File: config.mk
export PLATFORM = sky130hd
export DESIGN_NAME = traffic_lamp_monitor
export DESIGN_NICKNAME = d
export VERILOG_FILES = /design/src/rtl/traffic_pkg.sv /design/src/rtl/traffic_dir_checker.sv /design/src/rtl/traffic_lamp_monitor.sv
export SDC_FILE = /design/constraint.sdc
export NUM_CORES = 1
export LEC_CHECK = 0
export CAP_MARGIN = 25
export CORE_MARGIN = 2
export CORE_UTILIZATION = 40
export CTS_CLUSTER_SIZE = 16
export DETAILED_ROUTE_END_ITERATION = 10
export REMOVE_ABC_BUFFERS = 1
export SKIP_CTS_REPAIR_TIMING = 1
export SYNTH_ARGS = -nofsm -noshare
export SYNTH_HDL_FRONTEND = slang
export SYNTH_SLANG_ARGS = --single-unit
File: constraint.sdc
create_clock -name clk -period 4.76 [get_ports clk]
set_clock_uncertainty 0.1 [all_clocks]
set_input_delay 0.476 -clock clk [delete_from_list [all_inputs] [get_ports clk]]
set_output_delay 0.476 -clock clk [all_outputs]
set_load 0.02 [all_outputs]
File: src/rtl/traffic_pkg.sv
// traffic_pkg: shared definitions for the traffic-light lamp monitor.
//   - light codes as driven by the upstream traffic-light FSM
//   - one-hot lamp drive patterns {R,Y,G}
//   - fault_cause bit positions
//   - monitor state enum
package traffic_pkg;

    localparam logic [1:0] GREEN   = 2'b00;
    localparam logic [1:0] YELLOW  = 2'b01;
    localparam logic [1:0] RED     = 2'b10;
    localparam logic [1:0] ILLEGAL = 2'b11;

    localparam logic [2:0] LAMP_G   = 3'b001;
    localparam logic [2:0] LAMP_Y   = 3'b010;
    localparam logic [2:0] LAMP_R   = 3'b100;
    localparam logic [2:0] LAMP_OFF = 3'b000;

    localparam int CAUSE_CONFLICT = 0;
    localparam int CAUSE_SEQ      = 1;
    localparam int CAUSE_SHORTY   = 2;
    localparam int CAUSE_ILLEGAL  = 3;

    typedef enum logic {
        NORMAL = 1'b0,
        FLASH  = 1'b1
    } monitor_state_t;

    function automatic logic [2:0] decode_lamp(input logic [1:0] code);
        case (code)
            GREEN:   decode_lamp = LAMP_G;
            YELLOW:  decode_lamp = LAMP_Y;
            RED:     decode_lamp = LAMP_R;
            default: decode_lamp = LAMP_OFF;
        endcase
    endfunction

endpackage

File: src/rtl/traffic_dir_checker.sv
// traffic_dir_checker: per-direction rule checker.
// Keeps the previous sampled code and the consecutive-yellow count, and
// flags sequence / short-yellow / illegal-code conditions for the current
// sample. Flags are raw; the top decides whether they are acted upon.
// Ports:
//   clk, rst     clock, async active-high reset
//   cur          current light code from the upstream FSM
//   seq_err      G->R, Y->G or R->Y transition (ignored around code 11)
//   shorty_err   Y->R with fewer than MIN_YELLOW yellow samples
//   illegal      cur is code 11
//   is_red       cur is RED or 11 (11 counts as red for conflict checking)
//   lamp         decoded lamp pattern for cur
module traffic_dir_checker
    import traffic_pkg::*;
#(
    parameter int MIN_YELLOW = 5
) (
    input  logic       clk,
    input  logic       rst,
    input  logic [1:0] cur,
    output logic       seq_err,
    output logic       shorty_err,
    output logic       illegal,
    output logic       is_red,
    output logic [2:0] lamp
);

    localparam int         YW   = $clog2(MIN_YELLOW + 1);
    localparam logic [YW-1:0] YMAX = YW'(MIN_YELLOW);

    logic [1:0]    prev;
    logic [YW-1:0] ycnt;

    // prev/ycnt track the input in every monitor state, so after a fault
    // clear the history is already current. The clear condition requires
    // cur in {G,R}, which forces ycnt to 0 on that edge by itself.
    always_ff @(posedge clk or posedge rst) begin
        if (rst) begin
            prev <= RED;
            ycnt <= '0;
        end else begin
            prev <= cur;
            if (cur != YELLOW)
                ycnt <= '0;
            else if (prev != YELLOW)
                ycnt <= YW'(1);
            else if (ycnt != YMAX)
                ycnt <= ycnt + YW'(1);
        end
    end

    always_comb begin
        seq_err = 1'b0;
        if (prev != ILLEGAL && cur != ILLEGAL)
            seq_err = (prev == GREEN  && cur == RED)   ||
                      (prev == YELLOW && cur == GREEN) ||
                      (prev == RED    && cur == YELLOW);
    end

    assign shorty_err = (prev == YELLOW) && (cur == RED) && (ycnt < YMAX);
    assign illegal    = (cur == ILLEGAL);
    assign is_red     = (cur == RED) || (cur == ILLEGAL);
    assign lamp       = decode_lamp(cur);

endmodule

File: src/rtl/traffic_lamp_monitor.sv
// traffic_lamp_monitor: decodes NS/EW light codes to lamp drives and
// enforces safety rules. Any violation latches a fault and flashes red on
// both directions until an operator clear is accepted in a safe state.
// Ports:
//   clk, rst          clock, async active-high reset
//   ns_code, ew_code  2-bit light codes (00 G, 01 Y, 10 R, 11 illegal)
//   fault_clr         level request to leave fault mode
//   ns_lamp, ew_lamp  lamp drive {R,Y,G}
//   fault             high while flashing
//   fault_cause       sticky cause bits {illegal, short yellow, sequence, conflict}
module traffic_lamp_monitor
    import traffic_pkg::*;
#(
    parameter int MIN_YELLOW = 5,
    parameter int FLASH_HALF = 8
) (
    input  logic       clk,
    input  logic       rst,
    input  logic [1:0] ns_code,
    input  logic [1:0] ew_code,
    input  logic       fault_clr,
    output logic [2:0] ns_lamp,
    output logic [2:0] ew_lamp,
    output logic       fault,
    output logic [3:0] fault_cause
);

    localparam int            FW        = (FLASH_HALF > 1) ? $clog2(FLASH_HALF) : 1;
    localparam logic [FW-1:0] HALF_LAST = FW'(FLASH_HALF - 1);

    logic       ns_seq, ns_shorty, ns_ill, ns_red;
    logic       ew_seq, ew_shorty, ew_ill, ew_red;
    logic [2:0] ns_dec, ew_dec;

    traffic_dir_checker #(.MIN_YELLOW(MIN_YELLOW)) u_ns (
        .clk(clk), .rst(rst), .cur(ns_code),
        .seq_err(ns_seq), .shorty_err(ns_shorty), .illegal(ns_ill),
        .is_red(ns_red), .lamp(ns_dec)
    );

    traffic_dir_checker #(.MIN_YELLOW(MIN_YELLOW)) u_ew (
        .clk(clk), .rst(rst), .cur(ew_code),
        .seq_err(ew_seq), .shorty_err(ew_shorty), .illegal(ew_ill),
        .is_red(ew_red), .lamp(ew_dec)
    );

    monitor_state_t state, state_d;
    logic [3:0]     cause_now;
    logic           violation;
    logic           clr_ok;
    logic [2:0]     ns_q, ew_q;
    logic [FW-1:0]  fcnt;
    logic           phase;

    always_comb begin
        cause_now                 = '0;
        cause_now[CAUSE_CONFLICT] = !ns_red && !ew_red;
        cause_now[CAUSE_SEQ]      = ns_seq | ew_seq;
        cause_now[CAUSE_SHORTY]   = ns_shorty | ew_shorty;
        cause_now[CAUSE_ILLEGAL]  = ns_ill | ew_ill;
    end

    assign violation = |cause_now;

    // Safe to leave fault mode only with both directions steady G or R and
    // at least one of them red.
    assign clr_ok = fault_clr &&
                    (ns_code == GREEN || ns_code == RED) &&
                    (ew_code == GREEN || ew_code == RED) &&
                    (ns_code == RED || ew_code == RED);

    always_comb begin
        state_d = state;
        case (state)
            NORMAL:  if (violation) state_d = FLASH;
            FLASH:   if (clr_ok)    state_d = NORMAL;
            default: state_d = NORMAL;
        endcase
    end

    always_ff @(posedge clk or posedge rst) begin
        if (rst) begin
            state       <= NORMAL;
            ns_q        <= LAMP_R;
            ew_q        <= LAMP_R;
            fault_cause <= '0;
            fcnt        <= '0;
            phase       <= 1'b1;
        end else begin
            state <= state_d;
            if (state == NORMAL) begin
                if (violation) begin
                    fault_cause <= cause_now;
                    fcnt        <= '0;
                    phase       <= 1'b1;
                end else begin
                    ns_q <= ns_dec;
                    ew_q <= ew_dec;
                end
            end else if (clr_ok) begin
                fault_cause <= '0;
                ns_q        <= ns_dec;
                ew_q        <= ew_dec;
            end else if (fcnt == HALF_LAST) begin
                fcnt  <= '0;
                phase <= ~phase;
            end else begin
                fcnt <= fcnt + FW'(1);
            end
        end
    end

    // In FLASH the lamps come straight from the flash phase; ns_q/ew_q only
    // matter in NORMAL.
    assign fault   = (state == FLASH);
    assign ns_lamp = fault ? {phase, 2'b00} : ns_q;
    assign ew_lamp = fault ? {phase, 2'b00} : ew_q;

endmodule
# == Word level (Yosys, flattened, before mapping) ==
# Cells that the tools add are included.
# word_totals
regBits,25
out_inout_bits,11
# classes
n_addsub,3
n_lt_le_gt_ge,2
n_eq_ne,25
mux,32
bitwise_logic,5
reduce_logical,39
# ops
cell,n
2-to-1 mux 3 bit,18
case mux 3 bit (3 select lines),2
logical AND 1 bit,16
"equality test 2 bit, second input constant",6
2-to-1 mux 4 bit,3
"inequality test 2 x 1 -> 1 bit, second input constant",6
"inequality test 2 bit, second input constant",6
"adder 3 x 1 -> 3 bit, second input constant",3
logical OR 1 bit,9
"equality test 2 x 1 -> 1 bit, second input constant",4
zero test 2 bit,4
2-to-1 mux 1 bit,8
"< comparator 3 bit, second input constant",2
"inequality test 3 bit, second input constant",2
AND reduction 2 bit,3
nonzero test 3 bit,2
OR reduction 4 bit,1
"equality test 3 bit, second input constant",1
OR 1 bit,3
AND reduction 3 bit,1
zero test 1 bit,2
NOT 1 bit,2
case mux 1 bit (2 select lines),1
nonzero test 2 bit,1

# == Longest topological paths before layout ==
# Gate-level depths: netlist (run 1).
# depth
depth_word,9
depth_mapped,5
depth_no_buf,5

# == Modules after synthesis ==
# A second synthesis (run 1) with hierarchy kept.
# hier_totals
cells_unflattened,171
area_unflattened_um2,1554.0
# by_module_without_submodules
mod,instances,cells_per_inst,area_per_inst_um2,seq_area_each_um2
traffic_lamp_monitor,1,109,949.7,379.1
traffic_dir_checker at u_ew,1,31,304.0,126.4
traffic_dir_checker at u_ns,1,31,300.3,126.4

# == Least setup slack after synthesis (run 1) ==
# Ideal clock, no wire load.
# synth_timing
path_kind,register to register
from,register u_ns.prev[1]
to,register ew_q[0]
setup_ns,0.125
t_arrival_ns,1.826
t_required_ns,4.535
path_slack_ns,2.709
stages_incl_launch_ff,6
path_buffers,0
synth_period_minus_slack_ns,2.051
path_cell_list,dfstp_2 and4bb_1 a32oi_2 a31oi_2 nor3_4 mux2_4
# synth_between
elab_chain_len,9
# synth_rtl
element,line,text
from (decl),traffic_dir_checker.sv:31,logic [1:0] prev;
from (signal assigned),traffic_dir_checker.sv:42,prev <= cur;
equality test 2 x 1 -> 1 bit or zero test 2 bit (tied branches),"traffic_dir_checker.sv:56, traffic_dir_checker.sv:60, traffic_dir_checker.sv:55",
logical AND 1 bit (on tied branches),"traffic_dir_checker.sv:56, traffic_dir_checker.sv:55",
logical OR 1 bit,traffic_dir_checker.sv:55,seq_err = (prev == GREEN && cur == RED) ||
logical OR 1 bit,traffic_dir_checker.sv:56,(prev == YELLOW && cur == GREEN) ||
2-to-1 mux 1 bit,traffic_dir_checker.sv:54,if (prev != ILLEGAL && cur != ILLEGAL)
OR 1 bit,traffic_lamp_monitor.sv:58,cause_now[CAUSE_SEQ] = ns_seq | ew_seq;
OR reduction 4 bit *,traffic_lamp_monitor.sv:63,assign violation = |cause_now;
inequality test 2 bit (no source line) *,n/a,
AND reduction 2 bit (no source line) *,n/a,
to (signal assigned),traffic_lamp_monitor.sv:98,ew_q <= ew_dec;
to (signal assigned),traffic_lamp_monitor.sv:103,ew_q <= ew_dec;
to (decl),traffic_lamp_monitor.sv:51,"logic [2:0] ns_q, ew_q;"
# Every way passes the cells marked *; elsewhere a longest branch is shown, timed or not.
# A chain may end at the register's enable or synchronous reset.

# == Worst setup path in the final report (run 1) ==
# layout_timing
from,input ew_code[0]
to,register ns_q[1]
# layout_between
elab_chain_len,9
# layout_rtl
element,line,text
from (decl),traffic_lamp_monitor.sv:20,"input logic [1:0] ew_code,"
equality test 2 bit or zero test 2 bit (tied branches),n/a,
logical AND 1 bit (on tied branches),"traffic_dir_checker.sv:55, traffic_dir_checker.sv:56",
logical OR 1 bit,traffic_dir_checker.sv:55,
logical OR 1 bit,traffic_dir_checker.sv:56,
2-to-1 mux 1 bit,traffic_dir_checker.sv:54,
OR 1 bit,traffic_lamp_monitor.sv:58,
OR reduction 4 bit,traffic_lamp_monitor.sv:63,
inequality test 2 bit (no source line),n/a,
AND reduction 2 bit (no source line) *,n/a,
to (signal assigned),traffic_lamp_monitor.sv:97,ns_q <= ns_dec;
to (signal assigned),traffic_lamp_monitor.sv:102,ns_q <= ns_dec;
to (decl),traffic_lamp_monitor.sv:51,
# Marked as above.

==> summary.txt, run 1 <==
Yosys
  – Fraction of registers with async set/reset: 1.00
  – Cell taking the most area after synthesis: dfrtp_1
  – Seq/Total Area, Yosys: 0.501
  – Synth area leaders: dfrtp_1 (40%), dfstp_2 (10%), ha_1 (6.0%)
  – Synth Register Bits: 25
  – Post-Synthesis Cell Area: 1260 sq um
  – Yosys top cell area share: 0.397
  – Number of synthesized flops with an enable pin: 0
  – Synth warn: 0
  – Yosys cell types: 33
  – Most common flop cell mapped by yosys: dfrtp_1
  – Syn avg cell area: 11.4 sq um
  – Cell count after synthesis: 111

Floorplanning
  – FP Rows: 20
  – Core Box Area: 3030 sq um
  – Initial Utilization: 0.417
  – Die width: 60.2 um
  – Io pins: 18
  – Die area: 3620 sq um
  – Die height: 60.2 um

Global route
  – Initial antenna violation count: 0
  – First-pass GRT wire length: 4.17 mm
  – Grt ovf: 0
  – Vias in the first global route: 892
  – Largest net degree at the start of global routing: 26
  – Overall Global Routing Usage: 0.159

Run
  – Max-cap violations: 0

Routing
  – Vias: 875
  – # DRC: 0
  – DR vias/cell: 5.00
  – DRT iter0 DRCs: 22
  – Post-DRT Antenna Nets: 0
  – Final wirelength: 2.36 mm
  – Drt first pass iters: 4
  – Wire per inst: 13.5 um

Cells and area
  – Number of diodes: 0
  – Fin util: 0.498
  – Share of layout cells above drive strength 1: 0.145
  – Synth-to-Final Area Change: 19.6%
  – Nets: 145
  – FILL cells: 292

Worst setup path
  – Reg2Reg Depth: 5
  – Crit start category: input port
  – RR Startpoint: u_ns.prev[1]
  – Worst reg2reg endpoint: ns_q[1]
  – Critical path peak fanout: 10
  – R2R setup slack: 2500 ps
  – CP Class: in2reg
  – CP required: 4870 ps
  – Worst setup path start: ew_code[0]
  – Worst path arrival time: 2630 ps
  – CP endpoint kind: register

Power
  – Peak supply drop: 251 uV
  – Power Dens Cells: 487 nW/um^2
  – Static Leak: 0.627 nW

Min path
  – Hold Path Sink: fault_cause[3]
  – Hold depth: 1
  – HP Class: reg2reg
  – Hold path start: fault_cause[3]

Clock tree
  – Root Driver: clkbuf_4
  – Clock buffer count from CTS: 3
  – CTS tree: done
  – Reg clk slew, reported paths: 140 ps
  – Clock sink total: 25
  – Worst skew pair latency: 310 ps
  – Clk buf depth: 2
  – Htree depth: 1

STA
  – Unrepaired setup endpoints after global routing: no
  – Max frequency: 0.396 GHz
  – Final worst-path cycle share: 0.531
  – Slew @ Worst Pin: 938 ps
  – Setup TNS Final: 0 ps
  – Final setup viols: 0
  – Final Max Tran Viols: 0
  – Final Hold Vio Count: 0
  – Crit path time final: 2530 ps
  – Slew HR: 0.374

Placed design
  – GP Congestion: 0.729
  – HPWL after detailed placement: 1.76 mm
  – # port buffers: 17

Outcome
  – Status: finished clean
==> cell usage in the layout, fill, tap and decap left out, drive strengths merged, types with 2 or more instances in the layout <==
| cell type | instances |
|---|---|
| a211oi | 2 |
| a21boi | 2 |
| a22o | 3 |
| a31oi | 3 |
| a32oi | 2 |
| clkbuf | 4 |
| clkdlybuf4s50 | 17 |
| dfrtp | 20 |
| dfstp | 5 |
| ha | 6 |
| inv | 7 |
| mux2 | 5 |
| nand2 | 9 |
| nor2 | 10 |
| nor2b | 10 |
| nor3 | 3 |
| o21ai | 4 |
| o2bb2ai | 3 |
| or3 | 2 |
| xnor2 | 4 |
==> layout make-up <==
type / instances / area, sq um / share of cell area
clock buffers: 4 / 26.3 / 0.0174
inverters: 7 / 26.3 / 0.0174
flip-flops and latches: 25 / 632 / 0.419
multi-input cells: 78 / 599 / 0.397
repair buffers: 17 / 170 / 0.113
well taps: 44 / 55.1 / 0.0365
==> state kept, by name, indices dropped and copies added, names as in the netlist <==
register     flops
ns_q             3
u_ew.prev        2
fault_cause      4
u_ns.prev        2
ew_q             3
fault            1
fcnt             3
phase            1
u_ew.ycnt        3
u_ns.ycnt        3
==> synthesized netlist by cell type (3+ instances only) <==
library cell / count
dfrtp_1: 20
nor2_1: 10
nor2b_1: 10
nand2_1: 9
ha_1: 6
inv_1: 6
dfstp_2: 5
mux2_4: 5
o21ai_0: 4
xnor2_1: 4
a22o_1: 3
o2bb2ai_1: 3
==> critical path, cell delays in order <==
cell             delay (ps)
clkdlybuf4s50_1         590
and2b_4                 230
a32oi_2                 240
a31oi_2                 190
nor3_4                  560
mux2_4                  350
==> power by group <==
| part | internal [mW] | total, mW | switching (mW) |
|---|---|---|---|
| registers | 0.277 | 0.327 | 0.0500 |
| clock network | 0.0327 | 0.0939 | 0.0611 |
| logic | 0.164 | 0.314 | 0.150 |
| total | 0.474 | 0.735 | 0.261 |
==> metal layers <==
metal,routed length [um],vias up,share of wire,track usage
met2,1050,22,0.45,0.238
li1,-,428,-,-
met3,83,4,0.035,0.0281
met5,0,-,0,0
met1,1200,421,0.51,0.224
met4,25,0,0.011,0.0667
==> stage by stage <==
stage / total power [mW] / worst slack [ps] / cell area [sq um] / cells / hold slack, ps
2_1_floorplan: 0.524 / 2710 / 1260 / 110 / 351
3_5_place_dp: 0.650 / 1890 / 1480 / 171 / 377
6_report: 0.735 / 2230 / 1510 / 175 / 406
4_1_cts: 0.746 / 2240 / 1510 / 175 / 413
3_3_place_gp: 0.642 / 1960 / 1480 / 171 / 379
5_1_grt: 0.792 / 2150 / 1510 / 175 / 441
==> kinds of logic (layout without fill, tap and decap cells) <==
logic type	count (synthesis)	count (layout)	synth area share
mux	6	6	0.0675
compound gates	22	22	0.145
xor+xnor	4	4	0.0278
flops	25	25	0.501
simple gates	40	40	0.176
fa+ha+maj	6	6	0.0595
buf+inv	8	28	0.0238
==> worst max-delay path by stage <==
stage / end / slack, ps / cells after the start
2_1_floorplan: ew_q[0] / 2710 / 5
3_3_place_gp: ns_q[0] / 1960 / 6
3_5_place_dp: ns_q[1] / 1890 / 6
4_1_cts: ns_q[1] / 2240 / 6
5_1_grt: ew_lamp[2] / 2150 / 3
6_report: ns_q[1] / 2230 / 6
(Power assumes the default switching activity.)
==> run 2: changes to the inputs <==
==> constraint.sdc (replaced) <==
create_clock -name clk -period 2.36 [get_ports clk]
set_clock_uncertainty 0.1 [all_clocks]
set_input_delay 0.236 -clock clk [delete_from_list [all_inputs] [get_ports clk]]
set_output_delay 0.236 -clock clk [all_outputs]
set_load 0.02 [all_outputs]
==> run 2 against run 1 <==
  * Sequential share of layout area fell by 3.1 points
  * Critical path type is now reg2out
  * Sequential power up 100%
  * Highest routed layer unchanged
  * Utilization grew 4.0 points
  * Die area unchanged
  * Flip-flop and latch count stayed put
  * Total power grew 110%
  * Largest cell class unchanged
  * Combinational power is 130% higher
  * Clock power up 100%
  * Design area is 8.0% higher
==> summary.txt, run 2 (synthesized netlist as in run 1, its figures left out) <==
Placed design
  – Cells after DPL: 187 (+9.4%)
  – # port buffers: 17 (unchanged)
  – Worst slack, placed: -13.0 ps (-1900 ps)
  – GP Congestion: 0.718 (-1.5%)
  – HPWL after detailed placement: 1.94 mm (+10%)

Floorplanning
  – Die height: 60.2 um (unchanged)
  – Initial Utilization: 0.417 (unchanged)
  – Io pins: 18 (unchanged)
  – Die width: 60.2 um (unchanged)
  – Die area: 3620 sq um (unchanged)
  – Core Box Area: 3030 sq um (unchanged)
  – FP Rows: 20 (unchanged)

Routing
  – Vias: 938 (+7.2%)
  – Final wirelength: 2.51 mm (+6.3%)
  – DR vias/cell: 4.91 (-1.8%)
  – Wire per inst: 13.1 um (-2.6%)
  – # DRC: 0 (unchanged)
  – DRT iter0 DRCs: 18 (-18%)
  – Drt first pass iters: 6 (+2)
  – Post-DRT Antenna Nets: 0 (unchanged)

Run
  – Max-cap violations: 0 (unchanged)

Worst setup path
  – R2R setup slack: 330 ps (-2170 ps)
  – Critical path peak fanout: 15 (+5)
  – CP Class: reg2out
  – Crit start category: register
  – CP required: 2020 ps (-2850 ps)
  – CP endpoint kind: output pin
  – Worst path arrival time: 1890 ps (-740 ps)

Cells and area
  – Commonest non-fill, non-tap cells in the layout: dfrtp_1 (20), clkdlybuf4s50_1 (17), buf_4 (16), nor2b_1 (10), nor2_1 (10)
  – Max FFs per register: 4 (unchanged)
  – Nets: 161 (+11%)
  – Fin util: 0.538 (+0.0397)
  – Most common cell after layout, fill and taps aside: dfrtp_1
  – FILL cells: 269 (-7.9%)
  – Synth-to-Final Area Change: 29.2%
  – Multi-input gate area: 599 sq um (unchanged)
  – Share of layout cells above drive strength 1: 0.238 (+0.0931)
  – Number of diodes: 0 (unchanged)
  – Register area: 632 sq um (unchanged)
  – Register name with the most flops: fault_cause
  – Final Non-Filler Cells: 191 (+9.1%)

Global route
  – Grt ovf: 0 (unchanged)
  – Largest net degree at the start of global routing: 26 (unchanged)
  – Vias in the first global route: 1022 (+15%)
  – Overall Global Routing Usage: 0.171 (+0.0120)
  – Initial antenna violation count: 0 (unchanged)
  – First-pass GRT wire length: 4.59 mm (+10%)

Power
  – Comb pwr share: 0.459 (+0.032)
  – Sw Share: 0.350 (-0.00503)
  – Power Dens Cells: 968 nW/um^2 (+99%)
  – Clock power frac: 0.121 (-0.007)
  – Flop pwr share: 0.420 (-0.025)
  – Peak supply drop: 476 uV (+90%)
  – Sw Pwr: 0.552 mW (+110%)
  – Static Leak: 0.706 nW (+12%)
  – P_int: 1.02 mW (+120%)

Clock tree
  – Htree depth: 1 (unchanged)
  – CTS tree: done
  – Clk buf depth: 2 (unchanged)
  – Clock buffer count from CTS: 3 (unchanged)
  – Root Driver: clkbuf_4
  – Reg clk slew, reported paths: 130 ps (about the same)
  – Worst skew pair latency: 310 ps (about the same)
  – Clock sink total: 25 (unchanged)

STA
  – Setup WS post-layout: 136 ps (-2100 ps)
  – Final setup viols: 0 (unchanged)
  – Crit path time final: 2220 ps
  – Slew HR: 0.662 (+0.287)
  – Max frequency: 0.450 GHz
  – Worst hold slack: 161 ps (-244 ps)
  – Setup TNS Final: 0 ps (unchanged)
  – Final Max Tran Viols: 0 (unchanged)
  – Unrepaired setup endpoints after global routing: no
  – Slew @ Worst Pin: 508 ps (-430 ps)
  – Final Hold Vio Count: 0 (unchanged)
  – Final worst-path cycle share: 0.942

Outcome
  – Status: finished clean

Min path
  – HP Class: in2async
[run 2: area by class of cell]
| class | instances | area share |
|---|---|---|
| flip-flops and latches | 25 | 0.388 |
| multi-input cells | 78 | 0.368 |
| repair buffers | 33 | 0.178 |
| well taps | 44 | 0.0338 |
| clock buffers | 4 | 0.0161 |
| inverters | 7 | 0.0161 |
[run 2: power groups by stage]
stage / clock network, mW / registers (mW) / logic [mW]
6_report: 0.190 / 0.663 / 0.723
2_1_floorplan: 0 / 0.685 / 0.371
5_1_grt: 0.219 / 0.681 / 0.789
3_3_place_gp: 0 / 0.661 / 0.710
4_1_cts: 0.195 / 0.663 / 0.732
3_5_place_dp: 0 / 0.669 / 0.731
[run 2: final timing paths]
check / startpoint / end / depth (start not counted)
max: fault / ns_lamp[2] / 3
min: rst / fault_cause[1] / 3
max reg2reg: u_ns.prev[1] / phase / 6
min reg2reg: fault_cause[2] / fault_cause[2] / 1
max in group asynchronous: rst / u_ns.prev[1] / 3
min in group clk: ew_code[1] / u_ew.prev[1] / 1
[run 2: stage by stage]
| stage | power (mW) | cell area (sq um) |
|---|---|---|
| finish | 1.58 | 1630 |
| CTS | 1.59 | 1630 |
| detailed placement | 1.40 | 1600 |
| global route | 1.69 | 1630 |
| global placement | 1.37 | 1600 |
| floorplan | 1.06 | 1260 |
[run 2: layer usage]
layer / global-route usage / wire [um] / vias to the layer above / part of all wire
met5: 0 / 0 / - / 0
met4: 0.0667 / 27 / 0 / 0.011
met3: 0.0368 / 139 / 4 / 0.055
met2: 0.280 / 1150 / 22 / 0.46
met1: 0.219 / 1190 / 451 / 0.48
li1: - / - / 461 / -
[run 2: critical path, stage by stage (launching register included)]
cell and delay, ps:
dfrtp_1 680, nand2_1 140, o21ai_0 110, clkdlybuf4s50_1 630
